[src/rtl/idec_stage_if.sv]
// rtl/idec_stage_if.sv - fetch-side and issue-side bundles of the decode stage
interface idec_stage_if #(
  parameter int ALU_OPC_WIDTH = 12
);
  logic                     in_valid;
  logic                     in_ready;
  logic [31:0]              pc;
  logic [31:0]              inst_word;
  logic                     out_valid;
  logic                     out_ready;
  logic [31:0]              out_pc;
  logic [31:0]              A;
  logic [31:0]              B;
  logic [31:0]              C;
  logic [4:0]               A_reg;
  logic [4:0]               B_reg;
  logic                     B_imm;
  logic [4:0]               shamt;
  logic [ALU_OPC_WIDTH-1:0] alu_op;
  logic                     alu_inst;
  logic                     mem_inst;
  logic                     mem_load;
  logic                     jmp_inst;
  logic                     br_inst;
  logic                     illegal;
  logic [4:0]               dest_reg;
  logic                     dest_reg_valid;

  modport master (
    output in_valid, pc, inst_word, out_ready,
    input  in_ready, out_valid, out_pc, A, B, C, A_reg, B_reg, B_imm, shamt, alu_op,
           alu_inst, mem_inst, mem_load, jmp_inst, br_inst, illegal, dest_reg, dest_reg_valid
  );

  modport slave (
    input  in_valid, pc, inst_word, out_ready,
    output in_ready, out_valid, out_pc, A, B, C, A_reg, B_reg, B_imm, shamt, alu_op,
           alu_inst, mem_inst, mem_load, jmp_inst, br_inst, illegal, dest_reg, dest_reg_valid
  );
endinterface

[src/rtl/idec_stage.sv]
// rtl/idec_stage.sv - registered decode stage with per-register RAW scoreboard
module idec_stage #(
  parameter int ALU_OPC_WIDTH = 12,
  parameter int SB_CNT_WIDTH  = 2
) (
  input  logic        clock,
  input  logic        reset_n,
  idec_stage_if.slave bus,
  output logic [4:0]  rfile_rd_addr1,
  output logic [4:0]  rfile_rd_addr2,
  input  logic [31:0] rfile_rd_data1,
  input  logic [31:0] rfile_rd_data2,
  input  logic        wb_valid,
  input  logic [4:0]  wb_reg,
  input  logic        flush
);
  localparam logic [SB_CNT_WIDTH-1:0] SB_MAX = '1;

  logic [5:0]  opcode, funct;
  logic [4:0]  rs, rt, rd;
  logic [15:0] imm;
  logic [31:0] imm_sext;

  assign opcode   = bus.inst_word[31:26];
  assign rs       = bus.inst_word[25:21];
  assign rt       = bus.inst_word[20:16];
  assign rd       = bus.inst_word[15:11];
  assign funct    = bus.inst_word[5:0];
  assign imm      = bus.inst_word[15:0];
  assign imm_sext = {{16{imm[15]}}, imm};

  assign rfile_rd_addr1 = rs;
  assign rfile_rd_addr2 = rt;

  logic [31:0] d_b, d_c;
  logic [4:0]  d_a_reg, d_b_reg, d_dest, d_shamt;
  logic [5:0]  d_funct;
  logic        d_b_imm, d_alu, d_mem, d_load, d_jmp, d_br, d_ill, d_has_dest, d_dest_ok;

  always_comb begin
    d_a_reg    = rs;
    d_b_reg    = 5'd0;
    d_dest     = rt;
    d_has_dest = 1'b1;
    d_b_imm    = 1'b1;
    d_b        = {16'h0, imm};
    d_c        = 32'h0;
    d_shamt    = 5'd0;
    d_funct    = 6'd0;
    d_alu      = 1'b0;
    d_mem      = 1'b0;
    d_load     = 1'b0;
    d_jmp      = 1'b0;
    d_br       = 1'b0;
    d_ill      = 1'b0;
    case (opcode)
      6'h00: begin
        d_b_reg = rt;
        d_b_imm = 1'b0;
        d_b     = rfile_rd_data2;
        d_dest  = rd;
        d_shamt = bus.inst_word[10:6];
        d_funct = funct;
        case (funct)
          6'h08:   begin d_jmp = 1'b1; d_has_dest = 1'b0; end
          6'h09:   d_jmp = 1'b1;
          default: d_alu = 1'b1;
        endcase
      end
      6'h08, 6'h09, 6'h0a, 6'h0b: begin d_b = imm_sext; d_alu = 1'b1; end
      6'h0c, 6'h0d, 6'h0e:        d_alu = 1'b1;
      6'h0f: begin d_b = {imm, 16'h0}; d_a_reg = 5'd0; d_alu = 1'b1; end
      6'h04, 6'h05: begin
        d_br = 1'b1; d_b_reg = rt; d_b = rfile_rd_data2; d_b_imm = 1'b0; d_has_dest = 1'b0;
      end
      6'h02: begin d_jmp = 1'b1; d_has_dest = 1'b0; d_a_reg = 5'd0; end
      6'h03: begin d_jmp = 1'b1; d_dest = 5'd31; d_a_reg = 5'd0; end
      6'h23: begin d_mem = 1'b1; d_load = 1'b1; d_b = imm_sext; end
      6'h2b: begin
        d_mem = 1'b1; d_b = imm_sext; d_b_reg = rt; d_c = rfile_rd_data2; d_has_dest = 1'b0;
      end
      default: begin d_ill = 1'b1; d_has_dest = 1'b0; d_a_reg = 5'd0; d_b_reg = 5'd0; end
    endcase
  end

  assign d_dest_ok = d_has_dest && (d_dest != 5'd0);

  // Pending-write counters; the held (not yet issued) bundle is covered by the dest compare below.
  logic [SB_CNT_WIDTH-1:0] sb_cnt [32];
  logic a_busy, b_busy, dest_sat, hazard, accept, issue, sb_inc, sb_dec;

  assign a_busy   = (d_a_reg != 5'd0) && ((sb_cnt[d_a_reg] != '0) ||
                    (bus.out_valid && bus.dest_reg_valid && bus.dest_reg == d_a_reg));
  assign b_busy   = (d_b_reg != 5'd0) && ((sb_cnt[d_b_reg] != '0) ||
                    (bus.out_valid && bus.dest_reg_valid && bus.dest_reg == d_b_reg));
  assign dest_sat = d_dest_ok && (sb_cnt[d_dest] == SB_MAX);
  assign hazard   = a_busy || b_busy || dest_sat;

  assign bus.in_ready = reset_n && !flush && !hazard && (!bus.out_valid || bus.out_ready);
  assign accept       = bus.in_valid && bus.in_ready;
  assign issue        = bus.out_valid && bus.out_ready;
  assign sb_inc       = issue && bus.dest_reg_valid;
  assign sb_dec       = wb_valid && (wb_reg != 5'd0) && (sb_cnt[wb_reg] != '0);

  always_ff @(posedge clock or negedge reset_n) begin
    if (!reset_n) begin
      for (int i = 0; i < 32; i++) sb_cnt[i] <= '0;
    end else begin
      for (int i = 1; i < 32; i++) begin
        case ({sb_inc && (bus.dest_reg == 5'(i)), sb_dec && (wb_reg == 5'(i))})
          2'b10:   sb_cnt[i] <= sb_cnt[i] + 1'b1;
          2'b01:   sb_cnt[i] <= sb_cnt[i] - 1'b1;
          default: sb_cnt[i] <= sb_cnt[i];
        endcase
      end
    end
  end

  always_ff @(posedge clock or negedge reset_n) begin
    if (!reset_n) begin
      bus.out_valid      <= 1'b0;
      bus.out_pc         <= 32'h0;
      bus.A              <= 32'h0;
      bus.B              <= 32'h0;
      bus.C              <= 32'h0;
      bus.A_reg          <= 5'd0;
      bus.B_reg          <= 5'd0;
      bus.B_imm          <= 1'b0;
      bus.shamt          <= 5'd0;
      bus.alu_op         <= '0;
      bus.alu_inst       <= 1'b0;
      bus.mem_inst       <= 1'b0;
      bus.mem_load       <= 1'b0;
      bus.jmp_inst       <= 1'b0;
      bus.br_inst        <= 1'b0;
      bus.illegal        <= 1'b0;
      bus.dest_reg       <= 5'd0;
      bus.dest_reg_valid <= 1'b0;
    end else if (flush) begin
      bus.out_valid <= 1'b0;
    end else if (accept) begin
      bus.out_valid      <= 1'b1;
      bus.out_pc         <= bus.pc;
      bus.A              <= rfile_rd_data1;
      bus.B              <= d_b;
      bus.C              <= d_c;
      bus.A_reg          <= d_a_reg;
      bus.B_reg          <= d_b_reg;
      bus.B_imm          <= d_b_imm;
      bus.shamt          <= d_shamt;
      bus.alu_op         <= {opcode, d_funct};
      bus.alu_inst       <= d_alu;
      bus.mem_inst       <= d_mem;
      bus.mem_load       <= d_load;
      bus.jmp_inst       <= d_jmp;
      bus.br_inst        <= d_br;
      bus.illegal        <= d_ill;
      bus.dest_reg       <= d_dest;
      bus.dest_reg_valid <= d_dest_ok;
    end else if (issue) begin
      bus.out_valid <= 1'b0;
    end
  end

  // A writeback for a register with nothing outstanding means the core lost track of a write.
  wb_without_pending: assert property (@(posedge clock) disable iff (!reset_n)
    !(wb_valid && (wb_reg != 5'd0) && (sb_cnt[wb_reg] == '0)));
endmodule

[src/flat_wrapper.sv]
// flat-port wrapper written by rule: the top's interface ports become plain ports
module idec_stage_flat 
#(
  parameter int ALU_OPC_WIDTH = 12,
  parameter int SB_CNT_WIDTH  = 2
)
  (clock, reset_n, rfile_rd_addr1, rfile_rd_addr2, rfile_rd_data1, rfile_rd_data2, wb_valid, wb_reg, flush, bus_in_valid, bus_pc, bus_inst_word, bus_out_ready, bus_in_ready, bus_out_valid, bus_out_pc, bus_A, bus_B, bus_C, bus_A_reg, bus_B_reg, bus_B_imm, bus_shamt, bus_alu_op, bus_alu_inst, bus_mem_inst, bus_mem_load, bus_jmp_inst, bus_br_inst, bus_illegal, bus_dest_reg, bus_dest_reg_valid);
  idec_stage_if #(.ALU_OPC_WIDTH(ALU_OPC_WIDTH)) bus_i ();
  input  logic clock;
  input  logic reset_n;
  output logic [4:0] rfile_rd_addr1;
  output logic [4:0] rfile_rd_addr2;
  input  logic [31:0] rfile_rd_data1;
  input  logic [31:0] rfile_rd_data2;
  input  logic wb_valid;
  input  logic [4:0] wb_reg;
  input  logic flush;
  input wire logic [$bits(bus_i.in_valid)-1:0] bus_in_valid;
  input wire logic [$bits(bus_i.pc)-1:0] bus_pc;
  input wire logic [$bits(bus_i.inst_word)-1:0] bus_inst_word;
  input wire logic [$bits(bus_i.out_ready)-1:0] bus_out_ready;
  output wire logic [$bits(bus_i.in_ready)-1:0] bus_in_ready;
  output wire logic [$bits(bus_i.out_valid)-1:0] bus_out_valid;
  output wire logic [$bits(bus_i.out_pc)-1:0] bus_out_pc;
  output wire logic [$bits(bus_i.A)-1:0] bus_A;
  output wire logic [$bits(bus_i.B)-1:0] bus_B;
  output wire logic [$bits(bus_i.C)-1:0] bus_C;
  output wire logic [$bits(bus_i.A_reg)-1:0] bus_A_reg;
  output wire logic [$bits(bus_i.B_reg)-1:0] bus_B_reg;
  output wire logic [$bits(bus_i.B_imm)-1:0] bus_B_imm;
  output wire logic [$bits(bus_i.shamt)-1:0] bus_shamt;
  output wire logic [$bits(bus_i.alu_op)-1:0] bus_alu_op;
  output wire logic [$bits(bus_i.alu_inst)-1:0] bus_alu_inst;
  output wire logic [$bits(bus_i.mem_inst)-1:0] bus_mem_inst;
  output wire logic [$bits(bus_i.mem_load)-1:0] bus_mem_load;
  output wire logic [$bits(bus_i.jmp_inst)-1:0] bus_jmp_inst;
  output wire logic [$bits(bus_i.br_inst)-1:0] bus_br_inst;
  output wire logic [$bits(bus_i.illegal)-1:0] bus_illegal;
  output wire logic [$bits(bus_i.dest_reg)-1:0] bus_dest_reg;
  output wire logic [$bits(bus_i.dest_reg_valid)-1:0] bus_dest_reg_valid;
  assign bus_i.in_valid = bus_in_valid;
  assign bus_i.pc = bus_pc;
  assign bus_i.inst_word = bus_inst_word;
  assign bus_i.out_ready = bus_out_ready;
  assign bus_in_ready = bus_i.in_ready;
  assign bus_out_valid = bus_i.out_valid;
  assign bus_out_pc = bus_i.out_pc;
  assign bus_A = bus_i.A;
  assign bus_B = bus_i.B;
  assign bus_C = bus_i.C;
  assign bus_A_reg = bus_i.A_reg;
  assign bus_B_reg = bus_i.B_reg;
  assign bus_B_imm = bus_i.B_imm;
  assign bus_shamt = bus_i.shamt;
  assign bus_alu_op = bus_i.alu_op;
  assign bus_alu_inst = bus_i.alu_inst;
  assign bus_mem_inst = bus_i.mem_inst;
  assign bus_mem_load = bus_i.mem_load;
  assign bus_jmp_inst = bus_i.jmp_inst;
  assign bus_br_inst = bus_i.br_inst;
  assign bus_illegal = bus_i.illegal;
  assign bus_dest_reg = bus_i.dest_reg;
  assign bus_dest_reg_valid = bus_i.dest_reg_valid;
  idec_stage #(.ALU_OPC_WIDTH(ALU_OPC_WIDTH), .SB_CNT_WIDTH(SB_CNT_WIDTH)) u_core (.clock(clock), .reset_n(reset_n), .bus(bus_i), .rfile_rd_addr1(rfile_rd_addr1), .rfile_rd_addr2(rfile_rd_addr2), .rfile_rd_data1(rfile_rd_data1), .rfile_rd_data2(rfile_rd_data2), .wb_valid(wb_valid), .wb_reg(wb_reg), .flush(flush));
endmodule
[config.mk]
export PLATFORM = sky130hd
export DESIGN_NAME = idec_stage_flat
export DESIGN_NICKNAME = d
export VERILOG_FILES = /design/src/rtl/idec_stage_if.sv /design/src/rtl/idec_stage.sv /design/src/flat_wrapper.sv
export SDC_FILE = /design/constraint.sdc
export NUM_CORES = 1
export LEC_CHECK = 0
export CAP_MARGIN = 40
export CORE_MARGIN = 3
export CORE_UTILIZATION = 40
export CTS_CLUSTER_DIAMETER = 50
export CTS_CLUSTER_SIZE = 8
export DETAILED_ROUTE_END_ITERATION = 6
export HOLD_SLACK_MARGIN = 0.15
export PLACE_DENSITY = 0.67
export SKIP_CTS_REPAIR_TIMING = 1
export SYNTH_ARGS = -nofsm -noshare
export SYNTH_HDL_FRONTEND = slang
export SYNTH_SLANG_ARGS = --single-unit
[constraint.sdc]
create_clock -name clock -period 4 [get_ports clock]
set_input_delay 0.6 -clock clock [delete_from_list [all_inputs] [get_ports clock]]
set_output_delay 0.6 -clock clock [all_outputs]
set_load 0.005 [all_outputs]
---- After elaboration in Yosys (flattened, before gate mapping) ----
Index checks and enable logic that the tools add are counted.
operators by class
  bitwise operators ....................... 5
  reduce and logical (&&, ||, !) cells .... 137
  add/sub/neg operators ................... 62
  equality and inequality tests ........... 143
  muxes and demuxes ....................... 64
  magnitude comparators ................... 4
operators with widths
  operator                                                  number
  == test 5 bit, second input constant                      32
  one-hot mux 2 bit (2 select lines)                        31
  one-hot mux 32 bit (3 select lines)                       1
  == test 5 x 4 -> 1 bit, second input constant             16
  logical AND 1 bit                                         77
  nonzero test 2 bit                                        34
  == test 2 bit, second input constant                      32
  adder 2 x 1 -> 2 bit, second input constant               31
  == test 2 x 1 -> 1 bit, second input constant             31
  subtractor 2 x 1 -> 2 bit, second input constant          31
  == test 6 x 4 -> 1 bit, second input constant             10
  binary-select mux 2 bit (select 5 bit)                    4
  == test 5 x 3 -> 1 bit, second input constant             8
  2-to-1 mux 32 bit                                         1
  greater-or-equal comparator 6 bit, second input constant  4
  inverter 5 -> 6 bit                                       4
  == test 5 x 2 -> 1 bit, second input constant             4
  nonzero test 5 bit                                        4
  2-to-1 mux 2 bit                                          8
  2-to-1 mux 5 bit                                          3
  OR reduction 15 bit                                       1
  == test 6 x 2 -> 1 bit, second input constant             2
  == test 6 x 3 -> 1 bit, second input constant             2
  == test 6 bit, second input constant                      2
  other kinds (19)                                          42
storage, ports and cells
  register bits after elaboration ......... 231
  word-level logic and storage cells ...... 464

---- Longest topological paths before layout ----
Gate-level depths: netlist of the first run.
  word-level depth ........................ 18
  depth in mapped cells ................... 14
  depth with buffers taken out ............ 12

---- Least setup slack after synthesis of the first run ----
Ideal clock, no wire load.
  path kind ............................... input to register
  start ................................... in bus_inst_word[29]
  end ..................................... reg u_core.bus.B[16]
  slack ................................... 630 ps
  arrival time ............................ 3,242 ps
  data required time ...................... 3,872 ps
  buffers on the path ..................... 4
  stages on the path ...................... 13
  cells stage by stage .................... or4_1 > o21ai_1 > and2_1 > buf_2 > buf_2 > a211oi_1 > o31ai_1 > nand3b_1 > o311a_1 > nand4b_2 > buf_6 > buf_6 > mux2_1
on the way
  longest elaborated chain between the ends .. 17
  elaborated cells between the ends (all ways) .. 59
  classes of those cells .................. eq/ne: 16; mux: 14; bitwise: 3; reduce/logical: 26
ends and longest elaborated chain
  what                                                                 RTL line                            RTL
  start, declared                                                      flat_wrapper.sv:20                  input wire logic [$bits(bus_i.inst_word)-1:0] bus_inst_word;
  == test 6 x 3 -> 1 bit (tied with other cells)                       idec_stage.sv:56                    case (opcode)
  OR reduction 12 bit (no line) or OR reduction 4 bit (tied branches)  n/a
  2-to-1 mux 5 bit                                                     idec_stage.sv:56
  inverter 5 -> 6 bit (on tied branches)                               idec_stage.sv:92, idec_stage.sv:94
  binary-select mux 2 bit (select 5 bit) (on tied branches)            idec_stage.sv:92, idec_stage.sv:94
  2-to-1 mux 2 bit (on tied branches) (2 in series)                    idec_stage.sv:92, idec_stage.sv:94
  nonzero test 2 bit (on tied branches)                                idec_stage.sv:92, idec_stage.sv:94
  logical OR 1 bit (on tied branches)                                  idec_stage.sv:92, idec_stage.sv:94
  logical AND 1 bit (on tied branches)                                 idec_stage.sv:92, idec_stage.sv:94
  logical OR 1 bit (2 in series)                                       idec_stage.sv:97                    assign hazard = a_busy || b_busy || dest_sat;
  logical NOT 1 bit                                                    idec_stage.sv:99                    assign bus.in_ready = reset_n && !flush && !hazard && (!bus.out_valid || bus.out_ready);
  logical AND 1 bit (2 in series)                                      idec_stage.sv:99
  logical AND 1 bit                                                    idec_stage.sv:100                   assign accept = bus.in_valid && bus.in_ready;
  AND reduction 2 bit (no line)                                        n/a
  end signal, assigned                                                 idec_stage.sv:124                   bus.B <= 32'h0;
  end signal, assigned                                                 idec_stage.sv:145                   bus.B <= d_b;
  end, declared                                                        idec_stage_if.sv:37                 output in_ready, out_valid, out_pc, A, B, C, A_reg, B_reg, B_imm, shamt, alu_op,
Several ways; a longest one is shown, not always the timed one. The select of a mux whose other input is x is not followed.
A chain may end at the register's enable or synchronous reset.

---- Worst setup path in the final report of the first run ----
  start ................................... in bus_inst_word[28]
  end ..................................... out bus_in_ready
on the way
  longest elaborated chain between the ends .. 15
  elaborated cells between the ends (all ways) .. 54
  classes of those cells .................. eq/ne: 16; mux: 13; bitwise: 3; reduce/logical: 22
ends and longest elaborated chain
  what                                                                 RTL line                            RTL
  == test 6 x 3 -> 1 bit (tied with other cells)                       idec_stage.sv:56
  OR reduction 12 bit (no line) or OR reduction 4 bit (tied branches)  n/a
  2-to-1 mux 5 bit                                                     idec_stage.sv:56
  inverter 5 -> 6 bit (on tied branches)                               idec_stage.sv:92, idec_stage.sv:94
  binary-select mux 2 bit (select 5 bit) (on tied branches)            idec_stage.sv:92, idec_stage.sv:94
  2-to-1 mux 2 bit (on tied branches) (2 in series)                    idec_stage.sv:92, idec_stage.sv:94
  nonzero test 2 bit (on tied branches)                                idec_stage.sv:92, idec_stage.sv:94
  logical OR 1 bit (on tied branches)                                  idec_stage.sv:92, idec_stage.sv:94
  logical AND 1 bit (on tied branches)                                 idec_stage.sv:92, idec_stage.sv:94
  logical OR 1 bit                                                     idec_stage.sv:97
  logical OR 1 bit *                                                   idec_stage.sv:97
  logical NOT 1 bit *                                                  idec_stage.sv:99
  logical AND 1 bit * (2 in series)                                    idec_stage.sv:99
  end, declared                                                        flat_wrapper.sv:22                  output wire logic [$bits(bus_i.in_ready)-1:0] bus_in_ready;
Every way passes the cells marked *; elsewhere a longest branch is shown, timed or not. The select of a mux whose other input is x is not followed.

==> results.yml, run 1 <==
route:
  drt_wl_total_mm: 43.53
  antenna_left: 0
  drtPass1Iterations: 5
  num_vias: 11019
  viasPerCell: 5.452
  initialDrtViolationCount: 1019
  drc_errors: 0
  routedWlPerCell_um: 21.54
floorplan:
  rows: 65
  die-area_um2: 34530
  ioPinCount: 319
  initial_core_util_pct: 40.79
  die_x_um: 185.8
  die_y_um: 185.8
  core_area_um2: 31720
sta:
  timing.final.crit_share_pct: 98.58
  slew_headroom_pct: 37.44
  tns_ps: 0
  skew_ps: 14.40
  holdWs_ps: 490.4
  slew_violations: 0
  setup_violations: 0
  worst_slew_pin_slew_ps: 934.9
  hold_viol: 0
  max_freq_mhz: 253.6
  period_needed_ps: 3943
hold_path:
  min-delay-start: "u_core.sb_cnt[51]$_DFFE_PN0P_"
  hp-class: "flip-flop to flip-flop"
  hold_end: "u_core.sb_cnt[51]$_DFFE_PN0P_"
  min_path_cells: 1
synth:
  post_synth.cell_area_avg_um2: 10.74
  ys_top_cells_by_area: "dfrtp_1 (45%), mux2_4 (6.2%), mux2_2 (5.5%)"
  synth_edf_count: 0
  ys.warnings.count: 2
  seq_area_frac_synth_pct: 44.69
  synth_cell_type_count: 71
  synth_top_area_share_pct: 44.69
  synth_top_cell_by_area: "dfrtp_1"
  synth_cells: 1205
  syn_area_um2: 12940
  synth_ff_type: "dfrtp_1"
  synthTopCellsByCount: "dfrtp_1 (231), nand2_1 (120), nor2_1 (105), xnor2_1 (68), mux2_2 (63)"
  ys_async_sr_fraction_pct: 100.0
  syn_nets: 1375
  ys_seq_elements: 231
  synth_most_common_cell: "dfrtp_1"
critical_path:
  cp_slowest_cell: "clkdlybuf4s50_1"
  path_cells: "clkdlybuf4s50_1 > or3_4 > buf_4 > or3_4 > buf_4 > o22a_1 > a311o_1 > nand4bb_1 > nand3b_1 > o311a_1 > and2_4 > dlymetal6s2s_1"
  critPathArrivalTime_ps: 3340
  path_depth: 12
  regToRegSetupSlack_ps: 810
  cp.required_ps: 3400
  worst_setup_path_end_kind: "primary output"
  r2r-end: "u_core.bus.C[0]$_DFFE_PN0P_"
  cp_max_fo: 4
  start_kind: "primary input"
  crit_family: "simple AND/OR/NAND/NOR gates"
  path_class: "primary input to primary output"
  worst-r2r-cell-count: 13
  cp_num_buf_inv: 4
  r2r_start: "u_core.sb_cnt[28]$_DFFE_PN0P_"
  crit_path_max_incr_delay_ps: 450
clock_network:
  root_buffer: "clkbuf_16"
  htreeDepth: 2
  cts_tree: "built"
  clk_latency_ps: 520
  cts_buffer_depth: 3
  clk_pin_slew_ps: 50
  cts_inserted_buffers: 37
  cts_sinks: 231
pwr:
  p_per_area_nw_per_um2: 460.1
  power.leakage_nw: 8.353
  peakVddDrop_v: 0.0002800
finish:
  multi_input_area_um2: 6585
  area_growth_pct: 43.19
  regArea_um2: 5781
  finalNetCount: 1777
  largest_reg_flops: 62
  drive_above_1_share_pct: 20.33
  fillers: 2631
grt:
  grt_pass1_vias: 10904
  grt_max_degree: 64
  grt_antenna_before_repair: 1
  grt_pass1_wl_mm: 64.47
  grt_use_total_pct: 24.05
  overflow: 0
placement:
  place_hpwl_mm: 32.99
  gp_congestion: 0.9393
  io_buffers: 318
outcome:
  status: "finished clean"
run:
  maxCapViolations: 0
-- layer usage --
layer / vias up / track usage (%) / share of wire, %
li1: 5018 / - / -
met1: 5427 / 31.84 / 41
met2: 486 / 40.23 / 48
met3: 88 / 5.218 / 8.2
met4: 0 / 6.315 / 2.8
met5: - / 0 / 0
-- how the worst max path moves through the flow --
stage	slack [ps]	end	startpoint
2_1_floorplan	630	u_core.bus.B[16]$_DFFE_PN0P_	bus_inst_word[29]
3_3_place_gp	-410	bus_in_ready	bus_inst_word[29]
3_5_place_dp	-470	bus_in_ready	bus_inst_word[29]
4_1_cts	-490	bus_in_ready	bus_inst_word[29]
5_1_grt	-30	bus_in_ready	bus_inst_word[28]
6_report	60	bus_in_ready	bus_inst_word[28]
-- power by group --
group          switching (mW)  internal (mW)  total [mW]
clock network            1.07           1.79        2.86
registers               0.481           2.80        3.28
logic                   0.895           1.48        2.38
-- placed cells by master, fill, tap and decap left out, types with 6 or more instances in the layout --
| cell type | Yosys | final |
|---|---|---|
| nor2b_1 | 11 | 11 |
| nand2b_1 | 6 | 6 |
| ha_1 | 31 | 31 |
| nor3_1 | 26 | 25 |
| dfrtp_1 | 231 | 231 |
| clkbuf_16 | 0 | 38 |
| nand4_1 | 11 | 11 |
| buf_12 | 0 | 11 |
| xor2_1 | 32 | 31 |
| a21oi_1 | 23 | 22 |
| mux2_4 | 53 | 53 |
| nor2_1 | 105 | 104 |
| nand2_1 | 120 | 118 |
| and3_1 | 10 | 10 |
| a211oi_1 | 15 | 15 |
| a31oi_1 | 8 | 8 |
| o211ai_1 | 6 | 6 |
| nand3_1 | 8 | 8 |
| mux2_2 | 63 | 63 |
| o21ai_0 | 17 | 17 |
| and2_1 | 18 | 16 |
| nor4_1 | 8 | 8 |
| a22o_1 | 18 | 18 |
| inv_1 | 60 | 60 |
| buf_4 | 16 | 117 |
| mux2i_1 | 57 | 57 |
| o22ai_1 | 7 | 6 |
| a221o_1 | 17 | 17 |
| clkdlybuf4s50_1 | 0 | 312 |
| xnor2_1 | 68 | 68 |
| mux4_2 | 13 | 13 |
-- final cells by class --
cell class | instances | area share, %
Tap cell | 402 | 2.715
Sequential cell | 231 | 31.21
Inverter | 62 | 1.256
Clock inverter | 6 | 0.4728
Clock buffer | 44 | 5.309
Timing Repair Buffer | 449 | 23.47
Antenna cell | 1 | 0.01351
Multi-Input combinational cell | 826 | 35.55
-- worst reg2reg max path: cells and delay by family (launching register included) --
family	cells	cell delay, ps
buffers and inverters	4	740
DFF	1	450
muxes	2	510
AOI/OAI and AO/OA	4	960
and+or+nand+nor	3	420
-- stage by stage --
| stage | setup slack [ps] | area [um2] | total power, mW | utilization, % | std cells |
|---|---|---|---|---|---|
| 2_1_floorplan | 630.5 | 12940 | 4.247 | - | 1205 |
| 3_3_place_gp | -407.4 | 17240 | 5.585 | 54.35 | 1963 |
| 3_5_place_dp | -470.2 | 17300 | 5.659 | 54.54 | 1967 |
| 4_1_cts | -492.9 | 18370 | 8.559 | 57.92 | 2017 |
| 5_1_grt | -25.35 | 18520 | 8.899 | 58.40 | 2021 |
| 6_report | 56.76 | 18520 | 8.523 | 58.40 | 2021 |
-- cells by family after synthesis --
kind of cell    share of synthesized area (%)
compound gates                          9.121
buf+inv                                 5.300
fa+ha+maj                               2.998
flops                                   44.69
xor+xnor                                6.770
simple gates                            12.38
mux                                     18.74
Note: power is estimated with default switching activity, not from simulation.
==> run 2, diff against run 1 <==
CAP_MARGIN = 5   (was 40)
GPL_TIMING_DRIVEN = 0   (was unset)
SLEW_MARGIN = 20   (was unset)
==> run 2 against run 1 <==
Register-to-register slack got worse by 150 ps. Routed wire length rose by 2.0%. Design area fell by 2.3%. Combinational power rose by 3%. Clock-buffer cell count rose by 2. Die area did not move. Global-route usage rose by 0.55 points. Hold slack got worse by 8.7 ps. Core utilization fell by 1.3 points. First-iteration DRC count fell by 17%. Sequential cell count did not move. Critical path type unchanged. Highest routed layer unchanged.
==> results.yml, run 2 (synthesized netlist as in run 1, its figures left out) <==
outcome:
  status: "finished clean"
pwr:
  seq_power_share_pct: 36.9
  p_sw_mw: 2.475
  pwr-share-comb_pct: 28.1
  p_int_mw: 6.193
  p_per_area_nw_per_um2: 479.0
  clockPowerShare_pct: 35.0
  netSwitchingFraction_pct: 28.55
  peakVddDrop_v: 0.0003223
  power.leakage_nw: 8.058
finish:
  area_growth_pct: 39.89
  final_cell_mix: "clkdlybuf4s50_1 (299), dfrtp_1 (231), nand2_1 (118)"
  largest_reg_flops: 62
  finalNetCount: 1737
  regArea_um2: 5781
  final_common_cell: "clkdlybuf4s50_1"
  drive_above_1_share_pct: 16.96
  fillers: 2699
  multi_input_area_um2: 6608
floorplan:
  initial_core_util_pct: 40.79
  core_area_um2: 31720
  die-area_um2: 34530
  rows: 65
  die_x_um: 185.8
  ioPinCount: 319
  die_y_um: 185.8
sta:
  worst_slew_pin_slew_ps: 1064
  rsz0062_at_grt: "no"
  max_freq_mhz: 255.6
  timing.final.crit_share_pct: 97.80
  period_needed_ps: 3912
  fin_ws_ps: 87.85
  tns_ps: 0
  skew_ps: 15.81
  slew_headroom_pct: 28.78
  setup_violations: 0
  hold_viol: 0
  slew_violations: 0
grt:
  grt_pass1_vias: 10979
  grt_max_degree: 90
  grt_pass1_wl_mm: 65.05
  grt_use_total_pct: 24.60
  grt_antenna_before_repair: 1
  overflow: 0
critical_path:
  worst_setup_path_end_kind: "primary output"
  start_kind: "primary input"
  critPathArrivalTime_ps: 3310
  cp_max_fo: 10
  cp.required_ps: 3400
  path_class: "primary input to primary output"
hold_path:
  hp-class: "flip-flop to flip-flop"
route:
  initialDrtViolationCount: 846
  antenna_left: 0
  drtPass1Iterations: 6
  routedWlPerCell_um: 22.39
  drt_wl_total_mm: 44.39
  viasPerCell: 5.560
  num_vias: 11026
  drc_errors: 0
clock_network:
  htreeDepth: 2
  cts_sinks: 231
  cts_buffer_depth: 3
  clk_pin_slew_ps: 50
  root_buffer: "clkbuf_16"
  cts_tree: "built"
  cts_inserted_buffers: 38
  clk_latency_ps: 520
placement:
  post-place-ws_ps: -1023
  io_buffers: 311
  place_hpwl_mm: 33.65
  gp_congestion: 0.9570
run:
  maxCapViolations: 0
run 2: cell types whose count changed in the layout (fill, tap and decap cells not counted), moves of 5 or more:
cell / previous run / this run
buf_4: 117 / 30
clkbuf_1: 5 / 41
clkdlybuf4s50_1: 312 / 299
buf_12: 11 / 1
buf_2: 0 / 7
buf_6: 1 / 8
dlymetal6s2s_1: 5 / 11
clkbuf_2: 0 / 5
run 2: layout make-up:
cell class,count,area share (%)
multi-input cells,826,36.51
flip-flops and latches,231,31.94
repair buffers,324,18.34
clock buffers,46,5.760
well taps,402,2.780
plain buffers,84,2.738
inverters,62,1.286
clock inverters,7,0.6292
diodes,1,0.01383
run 2: path summary, 6_finish.rpt:
path / cells after the start / startpoint / end / slack, ps
max: 11 / bus_inst_word[29] / bus_in_ready / 90
min: 1 / u_core.sb_cnt[25]$_DFFE_PN0P_ / u_core.sb_cnt[25]$_DFFE_PN0P_ / 480
max reg2reg: 11 / u_core.bus.dest_reg[2]$_DFFE_PN0P_ / u_core.bus.B_reg[3]$_DFFE_PN0P_ / 660
min reg2reg: 1 / u_core.sb_cnt[25]$_DFFE_PN0P_ / u_core.sb_cnt[25]$_DFFE_PN0P_ / 480
max in group asynchronous: 4 / reset_n / u_core.sb_cnt[59]$_DFFE_PN0P_ / 2540
min in group asynchronous: 3 / reset_n / u_core.bus.A[17]$_DFFE_PN0P_ / 680
run 2: stage by stage:
stage          power (mW)  util [%]  std cells  hold WS (ps)  instance area, um2
2_1_floorplan       4.247         -       1205         304.4               12940
3_5_place_dp        5.613     52.37       1920         476.5               16610
5_1_grt             9.051     57.05       1983         510.8               18100
3_3_place_gp        5.549     52.19       1918         473.4               16550
4_1_cts             8.684     56.02       1973         52.57               17770
6_report            8.667     57.05       1983         481.7               18100
run 2: critical path, cell delays in order:
cell and delay [ps]:
dlymetal6s2s_1 170, clkbuf_1 260, nor4_2 380, nand2_1 220, a21boi_2 340, a311oi_1 90, o31ai_1 330, nand3b_1 170
o311a_1 410, and2_4 190, dlymetal6s2s_1 150
run 2: routing by layer:
metal	vias to the layer above	global-route usage (%)	wire (um)
met4	0	9.056	1778
met5	-	0	0
li1	4954	-	-
met1	5386	31.60	17510
met2	580	40.81	21010
met3	106	5.570	4092
run 2: power groups by stage:
stage                     sequential, mW  combinational [mW]  clock [mW]
after CTS                           3.19                2.40        3.09
after global routing                3.26                2.60        3.19
final                               3.20                2.44        3.03
after floorplan                     3.17                1.08           0
after global placement              3.20                2.35           0
after detailed placement            3.23                2.39           0
